<file path="config.mk">
export PLATFORM = sky130hd
export DESIGN_NAME = unified_mem_arbiter
export DESIGN_NICKNAME = d
export VERILOG_FILES = /design/src/rtl/unified_mem_arbiter_pkg.sv /design/src/rtl/unified_mem_arbiter_prio_pick.sv /design/src/rtl/unified_mem_arbiter.sv
export SDC_FILE = /design/constraint.sdc
export NUM_CORES = 1
export LEC_CHECK = 0
export CAP_MARGIN = 20
export CORE_AREA = 2 2 104 106
export CTS_CLUSTER_SIZE = 28
export DETAILED_ROUTE_END_ITERATION = 7
export DIE_AREA = 0 0 106 108
export GPL_ROUTABILITY_DRIVEN = 0
export PLACE_DENSITY = 0.72
export SYNTH_ARGS = -nofsm -noshare
export SYNTH_HDL_FRONTEND = slang
export SYNTH_SLANG_ARGS = --single-unit
</file>
<file path="constraint.sdc">
create_clock -name clk -period 2.4 [get_ports clk]
set_clock_uncertainty 0.05 [all_clocks]
set_input_delay 0.48 -clock clk [delete_from_list [all_inputs] [get_ports clk]]
set_output_delay 0.48 -clock clk [all_outputs]
set_load 0.01 [all_outputs]
</file>
<file path="src/rtl/unified_mem_arbiter_pkg.sv">
// Shared types for the unified memory arbiter.
// Read-owner encoding and datapath widths.
package unified_mem_arbiter_pkg;

  localparam int XLEN   = 32;
  localparam int STRB_W = 4;

  typedef enum logic [1:0] {
    OWN_NONE = 2'd0,
    OWN_I    = 2'd1,
    OWN_D    = 2'd2
  } own_e;

endpackage

</file>
<file path="src/rtl/unified_mem_arbiter_prio_pick.sv">
// Two-requester priority picker.
// req_hi normally wins; force_low hands one conflict to req_lo.
module arb_prio_pick (
  input  logic req_hi,
  input  logic req_lo,
  input  logic force_low,
  output logic gnt_hi,
  output logic gnt_lo
);

  // Low side wins when alone or when forced; high takes the rest.
  always_comb begin
    gnt_lo = req_lo & (force_low | ~req_hi);
    gnt_hi = req_hi & ~gnt_lo;
  end

endmodule

</file>
<file path="src/rtl/unified_mem_arbiter.sv">
// Fetch/data arbiter for one single-port word RAM.
// Data has priority; fetch wins after MAX_WAIT lost conflicts.
module unified_mem_arbiter
  import unified_mem_arbiter_pkg::*;
#(
  parameter int AW       = 7,
  parameter int MAX_WAIT = 3,
  parameter int CNT_W    = 16
) (
  input  logic              clk,
  input  logic              rstn,
  input  logic              i_req,
  input  logic [XLEN-1:0]   i_addr,
  output logic              i_gnt,
  output logic              i_rvalid,
  output logic [XLEN-1:0]   i_rdata,
  input  logic              d_req,
  input  logic              d_we,
  input  logic [XLEN-1:0]   d_addr,
  input  logic [XLEN-1:0]   d_wdata,
  input  logic [STRB_W-1:0] d_wstrb,
  output logic              d_gnt,
  output logic              d_rvalid,
  output logic [XLEN-1:0]   d_rdata,
  output logic              stall_if,
  output logic              stall_mem,
  output logic              mem_en,
  output logic [STRB_W-1:0] mem_we,
  output logic [AW-1:0]     mem_addr,
  output logic [XLEN-1:0]   mem_wdata,
  input  logic [XLEN-1:0]   mem_rdata,
  output logic [CNT_W-1:0]  conflict_cnt
);

  localparam int WW =
    (MAX_WAIT > 0) ? $clog2(MAX_WAIT + 1) : 1;
  localparam logic [WW-1:0] WAIT_MAX = WW'(MAX_WAIT);
  localparam bit GUARD_ON = (MAX_WAIT != 0);

  logic [WW-1:0] wait_cnt;
  own_e          rd_own;
  own_e          rd_own_nx;
  logic          pick_i;
  logic          pick_d;
  logic          force_i;
  logic          conflict;

  assign conflict = i_req & d_req;
  assign force_i  = GUARD_ON && (wait_cnt == WAIT_MAX);

  arb_prio_pick u_pick (
    .req_hi    (d_req),
    .req_lo    (i_req),
    .force_low (force_i),
    .gnt_hi    (pick_d),
    .gnt_lo    (pick_i)
  );

  // Grants and stalls are held off while reset is asserted.
  always_comb begin
    i_gnt     = pick_i & rstn;
    d_gnt     = pick_d & rstn;
    stall_if  = i_req & ~i_gnt & rstn;
    stall_mem = d_req & ~d_gnt & rstn;
  end

  // Steer the winner onto the RAM and note who owns the read.
  always_comb begin
    mem_en    = 1'b0;
    mem_we    = '0;
    mem_addr  = '0;
    mem_wdata = '0;
    rd_own_nx = OWN_NONE;
    if (i_gnt) begin
      mem_en    = 1'b1;
      mem_addr  = i_addr[AW+1:2];
      mem_wdata = d_wdata;
      rd_own_nx = OWN_I;
    end else if (d_gnt) begin
      mem_en    = 1'b1;
      mem_addr  = d_addr[AW+1:2];
      mem_wdata = d_wdata;
      mem_we    = d_we ? d_wstrb : '0;
      rd_own_nx = d_we ? OWN_NONE : OWN_D;
    end
  end

  // Read owner for the response one cycle after grant.
  always_ff @(posedge clk or negedge rstn) begin
    if (!rstn) rd_own <= OWN_NONE;
    else       rd_own <= rd_own_nx;
  end

  // Count consecutive fetch losses, saturating at MAX_WAIT.
  always_ff @(posedge clk or negedge rstn) begin
    if (!rstn) begin
      wait_cnt <= '0;
    end else if (!i_req || i_gnt) begin
      wait_cnt <= '0;
    end else if (wait_cnt != WAIT_MAX) begin
      wait_cnt <= wait_cnt + 1'b1;
    end
  end

  // Saturating count of cycles where both sides request.
  always_ff @(posedge clk or negedge rstn) begin
    if (!rstn) begin
      conflict_cnt <= '0;
    end else if (conflict && (conflict_cnt != '1)) begin
      conflict_cnt <= conflict_cnt + 1'b1;
    end
  end

  // Route RAM data to the owning port only.
  always_comb begin
    i_rvalid = (rd_own == OWN_I);
    d_rvalid = (rd_own == OWN_D);
    i_rdata  = i_rvalid ? mem_rdata : '0;
    d_rdata  = d_rvalid ? mem_rdata : '0;
  end

endmodule

</file>
Word level (Yosys, flattened, before mapping):

Index checks and enable logic that the tools add are counted.
Widths: inputs -> output; s select.

* mux-type cells: 16
* bitwise logic cells: 14
* eq/ne operators: 5
* reduce and logical (&&, ||, !) cells: 4
* add/sub/neg operators: 2

Operators by type and width (count)
* $mux 32: 4
* $add 16x1->16 const B: 1
* $ne 16x16->1 const B: 1
* $mux 7: 2
* $mux 4: 3
* $mux 2: 5
* $and 1x1->1: 9
* $eq 2x2->1 const B: 2
* $not 1->1: 4
* $add 2x1->2 const B: 1
* $eq 2x1->1 const B: 1
* $mux 1: 2
* $ne 2x2->1 const B: 1
* $reduce_bool 2->1: 1
* $logic_and 1x1->1: 1
* $logic_not 1->1: 1
* $logic_or 1x1->1: 1
* $or 1x1->1: 1

* bits of input ports: 137
* bits in registers: 20
* logic and storage cells: 44

Logic depth before layout (Yosys ltp):

* word-level depth: 9
* mapped depth: 6
* mapped depth without buffers: 5

Modules after synthesis:

From an unflattened synthesis, not the netlist that was laid out.

* cell total of the unflattened synthesis: 227
* area total of the unflattened synthesis: 1870.5 µm²

Modules (own cells, without submodules)
* unified_mem_arbiter: instances 1, sequential area each 500.5 µm², cells each 224, area an instance 1851.8 µm²
* arb_prio_pick: instances 1, sequential area each 0.0 µm², cells each 3, area an instance 18.8 µm²

Worst setup path before layout:

OpenSTA, ideal clock, no wires.

* kind: flip-flop to output port
* start: register wait_cnt[0]
* end: output port mem_wdata[10]
* cell stages (with the launch flop): 7
* slack: 271 ps
* path buffers: 1
* required time: 1870 ps
* data arrival time: 1599 ps
* cells stage by stage: dfrtp_1 -> ha_1 -> inv_1 -> a21oi_2 -> nor2_1 -> clkbuf_1 -> nor2b_1

* elaborated cells on any way between the ends: 9
* those cells by class: eq/ne (1); mux (2); bitwise (6)

RTL lines
* from (decl): line unified_mem_arbiter.sv:40 `logic [WW-1:0] wait_cnt;`
* from (signal assigned): line unified_mem_arbiter.sv:101 `wait_cnt <= wait_cnt + 1'b1;`
* $eq 2x2->1: line unified_mem_arbiter.sv:49 `assign force_i = GUARD_ON && (wait_cnt == WAIT_MAX);`
* $or 1x1->1: line unified_mem_arbiter_prio_pick.sv:13 `gnt_lo = req_lo & (force_low | ~req_hi);`
* $and 1x1->1: line unified_mem_arbiter_prio_pick.sv:13
* $and 1x1->1: line unified_mem_arbiter.sv:61 `i_gnt = pick_i & rstn;`
* via i_gnt: line unified_mem_arbiter.sv:14 `output logic i_gnt,`
* $mux 32: line unified_mem_arbiter.sv:74 `if (i_gnt) begin`
* to (decl): line unified_mem_arbiter.sv:30 `output logic [XLEN-1:0] mem_wdata,`

The timed path passes the listed nets, and every way through them passes these cells.

Worst setup path in the final report:

* start: register wait_cnt[0]
* end: output port mem_addr[1]

* longest elaborated chain between the ends: 8
* elaborated cells on any way between the ends: 9
* those cells by class: eq/ne (1); mux (2); bitwise (6)

Ends and longest elaborated chain
* $eq 2x2->1 *: line unified_mem_arbiter.sv:49
* $or 1x1->1 *: line unified_mem_arbiter_prio_pick.sv:13
* $and 1x1->1 *: line unified_mem_arbiter_prio_pick.sv:13
* $not 1->1: line unified_mem_arbiter_prio_pick.sv:14 `gnt_hi = req_hi & ~gnt_lo;`
* $and 1x1->1: line unified_mem_arbiter_prio_pick.sv:14
* $and 1x1->1: line unified_mem_arbiter.sv:62 `d_gnt = pick_d & rstn;`
* $mux 7: line unified_mem_arbiter.sv:79 `end else if (d_gnt) begin`
* $mux 7 *: line unified_mem_arbiter.sv:74
* to (decl): line unified_mem_arbiter.sv:29 `output logic [AW-1:0] mem_addr,`

Every way passes the cells marked *; elsewhere a longest branch is shown, timed or not.

==> summary.md <==
| Metric | Value |
|---|---|
| Synth Warn # | 0 |
| VDD IR max | roughly 0.28 mV |
| Drt first pass iters | 4 |
| Starting density of the core | 16.74% |
| Dpl cells | 569 |
| CP most frequent cell | buf_4 |
| Critical Path RT | 1.87 ns |
| Setup ws final | 0.06986 ns |
| Post-synthesis cell type count | 31 |
| Critical path class | reg -> out |
| Design area | 4193 sq um |
| Pre-CTS setup slack | -0.4823 ns |
| Num CTS Buffers | 3 |
| Static leakage | ~0.0018 uW |
| Max cap viols | 0 |
| H-tree levels | 1 |
| Critical path peak fanout | 7 |
| Status | completed |
| CTS tree | built |
| Min cycle time layout | 2.330 ns |
| Die ar. | 11450 sq um |
| Flop2flop setup slack | 0.39 ns |
| Core area | 10230 sq um |
| Placed Area | 4124 sq um |
| CP max stage cell | dfrtp_1 |
| Worst path max stage delay | 0.39 ns |
| DRC violations left | 0 |
| Vias in the first global route | between 2000 and 2500 |
| Final core occ | 40.98% |
| Nets | slightly below 600 |
| Chip width | 106 microns |
| Post-CTS Hold Buffers | 0 |
| Final Setup Violations | 0 |
| Non-filler cells, final | 581 |
| Avg WL per Cell | 12.88 microns |
| Slew Limit Headroom | 74.98% |
| Seq cells post-synth | 20 |
| Highest clock rate | about 430 MHz |
| Tot Pwr | about 1400 uW |
| Initial antenna violation count | 0 |
| Drt total wl | 7484 microns |
| Io pins | 267 |
| Pin count of the biggest net entering global routing | 34 |
| Total number of vias | ~2400 |
| Hold crit path type | in -> async |
| Arrival time worst endpoint | 1.80 ns |
| Post-DP HPWL | roughly 6300 microns |
| Port Buffers | 216 |
| Ratio of cells with drive above 1 in the final layout | 11.91% |
| Mapped Area | 1713 sq um |
| Crit. End Element | primary output |
| Fin. max-slew vios | 0 |
| Grt ovf | 0 |
| Vias/cell | 4.091 |
| Clock slew at reported path FFs | approximately 0.080 ns |
| Area growth syn-to-layout | 144.8% |
| Worst skew pair latency | 0.26 ns |
| First-pass GRT wire length | 11030 microns |
| Initial DRC count | 55 |
| Synth Instances | 213 |
| RSZ-0062 raised after global routing | no |
| Pwr dens | 343.5 nW/um^2 |
| Avg Inst Size Synth | 8.042 sq um |
| Clock Tree Buf Depth | 2 |
| Clock sinks | 20 |
| Antenna Violating Nets Remaining | 0 |
| Final hold vios | 0 |
| GR Util All Layers | 11.75% |
| Startpoint Class | flop |
| CP Cell Sequence | ha_4 > a21oi_2 > buf_4 > buf_4 > buf_4 > a22o_1 > dlygate4sd2_1 |
| Fin crit share | 97.09% |
| Die Ht | 108 microns |
| Site Rows | 37 |
| Syn nets | roughly 350 |
| Ant. Diodes | 0 |
| CTS root buf | clkbuf_8 |
| Worst Max-Slew Pin Slew | roughly 0.37 ns |
| Seq/Total Area, Yosys | between 20 and 30% |
synthesized netlist by cell type:
master / instances / area share [%]
and2_1: 64 / 23
nand2_1: 8 / 1.8
and2_4: 1 / 0.51
or4_1: 1 / 0.44
clkbuf_1: 10 / 2.2
a21oi_2: 1 / 0.51
ha_1: 2 / 1.5
xnor2_1: 11 / 5.6
nor2b_1: 35 / 13
inv_1: 3 / 0.66
a21oi_1: 3 / 0.88
nor2_1: 7 / 1.5
and2_0: 1 / 0.37
nor3_1: 5 / 1.5
mux2_4: 1 / 0.88
and3_2: 1 / 0.44
or2_1: 1 / 0.37
and3_1: 7 / 2.6
a41oi_1: 1 / 0.51
mux2_1: 1 / 0.66
nand2b_1: 1 / 0.37
nand3_1: 7 / 2.0
dfrtp_1: 20 / 29
xor2_1: 2 / 1.0
o21ai_0: 1 / 0.29
mux2i_1: 1 / 0.58
buf_6: 1 / 0.66
nand4_1: 7 / 2.6
a22o_1: 7 / 3.6
a31oi_1: 1 / 0.37
or3_1: 1 / 0.37
sequential cells by signal (all words and copies together) (netlist names):
signal and count:
rd_own 2, conflict_cnt 16, wait_cnt 2
kinds of logic (layout without fill, tap and decap cells):
kind of cell             after synthesis  after routing  share of synthesized area (%)
AO/OA/AOI/OAI                         14             14                          6.136
XOR/XNOR                              13             13                          6.647
AND/OR/NAND/NOR                      147            147                          50.91
flip-flops                            20             20                          29.22
buffers and inverters                 14            246                          3.506
adder cells (fa/ha/maj)                2              2                          1.461
multiplexers                           3              3                          2.118
through the flow:
stage          hold WS (ns)  TNS, ns
2_1_floorplan        0.1344        0
3_3_place_gp         0.4468   -16.71
3_5_place_dp         0.4538   -16.74
4_1_cts              0.3413        0
5_1_grt              0.1519        0
6_report             0.1484        0
what timing repair did:
action / in CTS / in global routing
gates cloned: 1 / 0
endpoints found under the setup margin: 48 / 33
pin swaps: 0 / 2
hold endpoints to repair: 0 / 0
resized for setup: 72 / 30
buffers inserted: 4 / 3
worst max-delay path, delay by kind of cell (launching register included):
kind	cells	cell delay [ns]
flip-flops	1	0.39
adder cells (fa/ha/maj)	1	0.16
AO/OA/AOI/OAI	2	0.27
buffers and inverters	4	0.71
power breakdown:
group | total, uW | leakage, uW | internal [uW] | switching, uW
logic | 708 | 0.00155 | 443 | 265
registers | 472 | 0.000265 | 394 | 77.9
clock network | 259 | 0.0000288 | 146 | 113
total | 1440 | 0.00184 | 984 | 456
worst paths after layout:
| path | startpoint | end | depth (start not counted) |
|---|---|---|---|
| worst max-delay path | wait_cnt[0] | mem_addr[1] | 7 |
| worst min-delay path | rstn | conflict_cnt[0] | 2 |
| worst max register to register | conflict_cnt[0] | conflict_cnt[1] | 5 |
| worst min register to register | conflict_cnt[11] | conflict_cnt[11] | 1 |
| max in group asynchronous | rstn | wait_cnt[1] | 2 |
| min in group clk | conflict_cnt[11] | conflict_cnt[11] | 1 |
metal layers:
layer  vias to the layer above  global-route usage (%)  part of all wire, %
met1                      1057                   12.41                   36
met2                       153                   23.64                   53
li1                       1165                       -                    -
met5                         -                       0                    0
met3                         2                   3.376                   11
met4                         0                   1.316                 0.33
cells in the final DEF (no fill, tap or decap), drive strengths merged:
master and n:
clkdlybuf4s50 165, and2 66, nor2b 35, dlygate4sd2 27, buf 23, clkbuf 21, dfrtp 20, xnor2 11
nand2 8, and3 8, a22o 7, nand4 7, nand3 7, nor2 7, nor3 5, clkdlybuf4s15 4
a21oi 4, inv 3, xor2 2, dlymetal6s2s 2, mux2 2, ha 2, nand2b 1, or4 1
or3 1, or2 1, o21ai 1, a41oi 1, a31oi 1, mux2i 1, bufbuf 1
cell type report:
class | count | area, sq um
inverters | 3 | 11.26
multi-input cells | 179 | 1186
clock buffers | 4 | 55.05
repair buffers | 239 | 2270
fillers | 1021 | 6038
flip-flops and latches | 20 | 500.5
well taps | 136 | 170.2
(Power assumes the default switching activity.)
